$ cat src/rtl/inst_fetch.sv
// inst_fetch: sequential instruction fetch front end with an in-order
// prefetch queue, credit-based request throttling and redirect flush.
// Optional feature macro: FETCH_ALIGN_CHECK_EN (adds fetch_fault output and
// traps misaligned redirect targets; otherwise redirect_pc[1:0] is forced to 0).
module inst_fetch #(
    parameter int unsigned DEPTH    = 4,
    parameter logic [31:0] RESET_PC = 32'h0000_0000
) (
    input  logic        clk,
    input  logic        rst,
    output logic        imem_req_valid,
    output logic [31:0] imem_req_addr,
    input  logic        imem_req_ready,
    input  logic        imem_resp_valid,
    input  logic [31:0] imem_resp_data,
    input  logic        redirect_valid,
    input  logic [31:0] redirect_pc,
    output logic        inst_valid,
    output logic [31:0] inst,
    output logic [31:0] inst_pc,
    input  logic        inst_ready
`ifdef FETCH_ALIGN_CHECK_EN
    ,
    output logic        fetch_fault
`endif
);

    localparam int unsigned PW = (DEPTH > 1) ? $clog2(DEPTH) : 1;
    localparam int unsigned CW = $clog2(DEPTH + 1);
    // Stale responses can pile up across back-to-back redirects, so the
    // drop counter gets headroom beyond a single queue's worth of credits.
    localparam int unsigned DW = CW + 4;
    localparam int unsigned SW = CW + 1;

    logic [31:0]   fetch_pc;
    logic [31:0]   head_pc;
    logic [CW-1:0] outstanding;
    logic [CW-1:0] count;
    logic [DW-1:0] drop_cnt;
    logic [PW-1:0] rptr;
    logic [PW-1:0] wptr;
    logic [31:0]   mem [DEPTH];
    logic          fault_q;

    logic [31:0]   redir_target;
    logic          redir_bad;
    logic [SW-1:0] inflight;
    logic          req_fire;
    logic          resp_live;
    logic          resp_drop;
    logic          enq;
    logic          deq;

`ifdef FETCH_ALIGN_CHECK_EN
    assign redir_target = redirect_pc;
    assign redir_bad    = (redirect_pc[1:0] != 2'b00);
    assign fetch_fault  = !rst && fault_q;

    // Fault flag: set by a misaligned redirect, cleared by an aligned one.
    always_ff @(posedge clk) begin
        if (rst) begin
            fault_q <= 1'b0;
        end else if (redirect_valid) begin
            fault_q <= redir_bad;
        end
    end
`else
    assign redir_target = redirect_pc & ~32'h0000_0003;
    assign redir_bad    = 1'b0;
    assign fault_q      = redir_bad;
`endif

    // Handshake decode and output gating; credits keep the queue from overflowing.
    always_comb begin
        inflight       = SW'(count) + SW'(outstanding);
        imem_req_valid = !rst && !redirect_valid && !fault_q && (inflight < SW'(DEPTH));
        imem_req_addr  = rst ? 32'h0 : fetch_pc;
        inst_valid     = !rst && !fault_q && (count != '0);
        inst           = rst ? 32'h0 : mem[rptr];
        inst_pc        = rst ? 32'h0 : head_pc;
        req_fire       = imem_req_valid && imem_req_ready;
        resp_drop      = imem_resp_valid && (drop_cnt != '0);
        resp_live      = imem_resp_valid && (drop_cnt == '0);
        enq            = resp_live && !redirect_valid;
        deq            = inst_valid && inst_ready && !redirect_valid;
    end

    // Fetch/queue bookkeeping; redirect overrides every other event.
    always_ff @(posedge clk) begin
        if (rst) begin
            fetch_pc    <= RESET_PC;
            head_pc     <= RESET_PC;
            outstanding <= '0;
            drop_cnt    <= '0;
            count       <= '0;
            rptr        <= '0;
            wptr        <= '0;
        end else if (redirect_valid) begin
            fetch_pc    <= redir_target;
            head_pc     <= redir_target;
            count       <= '0;
            rptr        <= '0;
            wptr        <= '0;
            // Every live request becomes stale; a response arriving now is discarded.
            outstanding <= '0;
            drop_cnt    <= DW'(outstanding) + drop_cnt - DW'(imem_resp_valid);
        end else begin
            if (req_fire) begin
                fetch_pc <= fetch_pc + 32'd4;
            end
            if (deq) begin
                head_pc <= head_pc + 32'd4;
                rptr    <= rptr + PW'(1);
            end
            if (enq) begin
                wptr <= wptr + PW'(1);
            end
            if (resp_drop) begin
                drop_cnt <= drop_cnt - DW'(1);
            end
            count       <= count + CW'(enq) - CW'(deq);
            outstanding <= outstanding + CW'(req_fire) - CW'(resp_live);
        end
    end

    // Queue storage: written at the tail on each accepted live response.
    always_ff @(posedge clk) begin
        if (enq) begin
            mem[wptr] <= imem_resp_data;
        end
    end

endmodule

$ cat config.mk
export PLATFORM = sky130hd
export DESIGN_NAME = inst_fetch
export DESIGN_NICKNAME = d
export VERILOG_FILES = /design/src/rtl/inst_fetch.sv
export SDC_FILE = /design/constraint.sdc
export NUM_CORES = 1
export LEC_CHECK = 0
export CAP_MARGIN = 20
export CORE_ASPECT_RATIO = 1.5
export CORE_UTILIZATION = 59
export CTS_BUF_LIST = sky130_fd_sc_hd__clkbuf_8
export DETAILED_ROUTE_END_ITERATION = 6
export PLACE_DENSITY_LB_ADDON = 0.15
export SETUP_SLACK_MARGIN = 0.1
export SLEW_MARGIN = 40
export SYNTH_ARGS = -nofsm -noshare
export SYNTH_HDL_FRONTEND = slang
export SYNTH_SLANG_ARGS = --single-unit
$ cat constraint.sdc
create_clock -name clk -period 7.2 [get_ports clk]
set_input_delay 1.44 -clock clk [delete_from_list [all_inputs] [get_ports clk]]
set_output_delay 1.44 -clock clk [all_outputs]
set_load 0.03 [all_outputs]
==> metrics.yaml <==
status: "complete, no violations"
placed_cell_area_mm2: 0.0116
finalSetupViolCount: 0
fin_skew_ns: 0.0306
wl_met2_um: 11200
clkLatencyLatePin_ns: 0.56
synth_mux_area_share_pct: 8.33
coreArea_mm2: 0.0163
critical-path-slowest-cell: "clkdlybuf4s50_1"
timing.setup.tns_ns: 0
port_buffers: 161
ys_types: 55
synth-xor-area-share_pct: 4.91
slowest_delay_ns: 0.71
crit_type: "in2out"
critPathBufInv: 2
ys_ff_latch: 207
synth_compound_area_share_pct: 7.08
synth_edf_count: 128
grt_pass1_vias: 6975
ctsResizeCount: 0
cts_tree: "built"
routed.top_layer: "met4"
instances_no_fill: 1222
relSlewSlack_pct: 57.6
clockBufferDepth: 3
die_x_um: 107
crit_required_ns: 5.76
layout.nets: 1092
routedWlPerCell_um: 17.8
wl_met3_um: 1600
drc: 0
vias: 6888
grt-ovfl-total: 0
hp-class: "reg2reg"
critPathCaptureType: "primary output"
p_leak_nw: 4.24
worstPathCellList: "buf_2, or2_2, nor3_1, clkdlybuf4s50_1"
dpl.cell_count: 1166
routed_via_density: 5.64
worstPathArrival_ns: 3.15
antenna_found_initial: 0
diodes: 0
yosys.area_share.simple_pct: 17.0
synth_area_per_cell_um2: 11.8
synthAdderAreaFrac_pct: 3.92
crit_family: "buffers and inverters"
clock_sinks: 207
area_growth_pct: 23.4
yosysWarnings: 0
worstMarginPinSlew_ns: 0.635
cts_buffers: 31
drt-pass1-iter-count: 5
drive_gt1_share_pct: 9.35
postCtsSetupRepairBufs: 0
gp_congestion: 0.877
clk_pin_slew_ns: 0.06
p_total_mw: 2.75
timing.final.crit_share_pct: 63.7
max-vdd-ir-drop_uv: 207
antenna_left: 0
synth_top_family_by_area: "simple AND/OR/NAND/NOR gates"
synth_ff_type: "edfxtp_1"
period_needed_ns: 4.59
crit_fanout: 29
hold_slack_ns: 0.497
synthCells: 834
startpoint_type: "input pin"
drt-total-wl_um: 21700
post-dp-hpwl_um: 14800
die_h_um: 160
ios: 168
grt_setup_unrepaired: "no"
dieArea_mm2: 0.0172
p_per_area_mw_per_mm2: 227
drv_slew: 0
synth_area_mm2: 0.00982
ys_seq_area_share_pct: 55.2
drt-met1-wl_um: 8300
synthArstFlopShare_pct: 0
hold_violations: 0
grt_util_all_layers_pct: 25.8
maxCapViolations: 0
root_buffer: "clkbuf_8"
cts-hold-fix-buffers: 0
max_freq_mhz: 218
design_area_mm2: 0.0121
grt_pass1_wl_um: 34300
drtIter0Drc: 342
initial_utilization_pct: 60.4
rows: 57
grt_max_degree: 119
htree_levels: 1
## routing by layer
metal  track usage, %  vias to the layer above
li1                 -                     3315
met1             29.7                     3306
met2             46.3                      234
met3             5.84                       33
met4             9.53                        0
met5                0                        -
## layout by cell type, fill, tap and decap left out, types with 5 or more instances in the layout
cell,synthesis,final
a211oi_1,21,21
a21boi_0,13,13
a21oi_1,27,27
a31oi_1,11,11
and3_1,15,15
and4_1,9,9
buf_4,4,8
clkbuf_8,0,31
clkdlybuf4s50_1,0,159
clkinv_1,0,9
clkinv_2,0,6
dfxtp_1,79,78
edfxtp_1,128,128
ha_1,26,26
inv_1,39,48
mux4_2,32,32
nand2_1,57,57
nand3_1,23,23
nand4_1,19,19
nor2_1,62,62
nor2b_1,89,89
nor3_1,9,8
o21a_1,5,5
o21ai_0,16,16
xnor2_1,38,38
xor2_1,17,17
## worst register-to-register path: stages, from the launching register on
cell and delay, ns:
dfxtp_1 0.34, ha_1 0.31, or4b_4 0.53, nor2_2 0.43, inv_2 0.26, ha_1 0.34, inv_1 0.05, ha_1 0.13
inv_1 0.05, fa_1 0.37, xnor2_1 0.19, xnor2_1 0.13, nor2_1 0.05
## flip-flops by register name, indices dropped and copies added, names as in the netlist, named ones only
| signal | cells |
|---|---|
| fetch_pc | 30 |
| mem | 128 |
| head_pc | 30 |
| drop_cnt | 7 |
| count | 3 |
| outstanding | 3 |
| wptr | 2 |
| rptr | 2 |
## worst paths after layout
kind	from	end	slack, ns	cells past startpoint
hold reg to reg	fetch_pc[31]$_SDFFE_PP0P_	fetch_pc[31]$_SDFFE_PP0P_	0.50	2
setup / recovery	redirect_valid	imem_req_valid	2.61	4
setup reg to reg	outstanding[2]$_SDFF_PP0_	outstanding[2]$_SDFF_PP0_	3.90	12
hold / removal	fetch_pc[31]$_SDFFE_PP0P_	fetch_pc[31]$_SDFFE_PP0P_	0.50	2
## logic make-up (layout without fill, tap and decap cells)
family | Yosys count | count (layout)
XOR/XNOR | 55 | 55
adder cells (fa/ha/maj) | 29 | 29
AND/OR/NAND/NOR | 308 | 308
buffers and inverters | 86 | 265
other | 1 | 4
multiplexers | 41 | 41
flip-flops | 207 | 207
AO/OA/AOI/OAI | 107 | 107
## stage by stage
stage	util [%]	setup slack, ns
after floorplan	-	3.16
final	74.5	2.61
after global placement	71.2	2.57
after global routing	74.5	2.50
after detailed placement	71.3	2.57
after CTS	74.5	2.58
## synth_stat cells, drive strengths merged (9+ instances only)
| cell type | number | area share [%] |
|---|---|---|
| a211oi | 21 | 1.6 |
| a21boi | 14 | 1.1 |
| a21oi | 27 | 1.4 |
| a31oi | 11 | 0.70 |
| and3 | 15 | 0.96 |
| and4 | 9 | 0.80 |
| buf | 14 | 0.75 |
| clkbuf | 32 | 1.2 |
| dfxtp | 79 | 16 |
| edfxtp | 128 | 39 |
| ha | 26 | 3.3 |
| inv | 40 | 1.5 |
| mux4 | 32 | 7.3 |
| nand2 | 57 | 2.2 |
| nand3 | 23 | 1.2 |
| nand4 | 19 | 1.2 |
| nor2 | 63 | 2.4 |
| nor2b | 89 | 5.7 |
| nor3 | 11 | 0.79 |
| o21ai | 16 | 0.82 |
| xnor2 | 38 | 3.4 |
| xor2 | 17 | 1.5 |
## power breakdown
part	switching [mW]	leakage, nW	total [mW]	internal (mW)
Combinational	0.294	2.13	0.548	0.255
Sequential	0.0495	1.80	1.37	1.32
Clock	0.434	0.309	0.834	0.400
Total	0.777	4.24	2.75	1.97
## layout make-up
| cell class | count | area [µm²] |
|---|---|---|
| clock inverters | 25 | 105 |
| clock buffers | 31 | 427 |
| flip-flops and latches | 207 | 5430 |
| well taps | 206 | 258 |
| inverters | 40 | 150 |
| fillers | 1155 | 4140 |
| repair buffers | 169 | 1680 |
| multi-input cells | 544 | 4080 |
(Power assumes the default switching activity.)
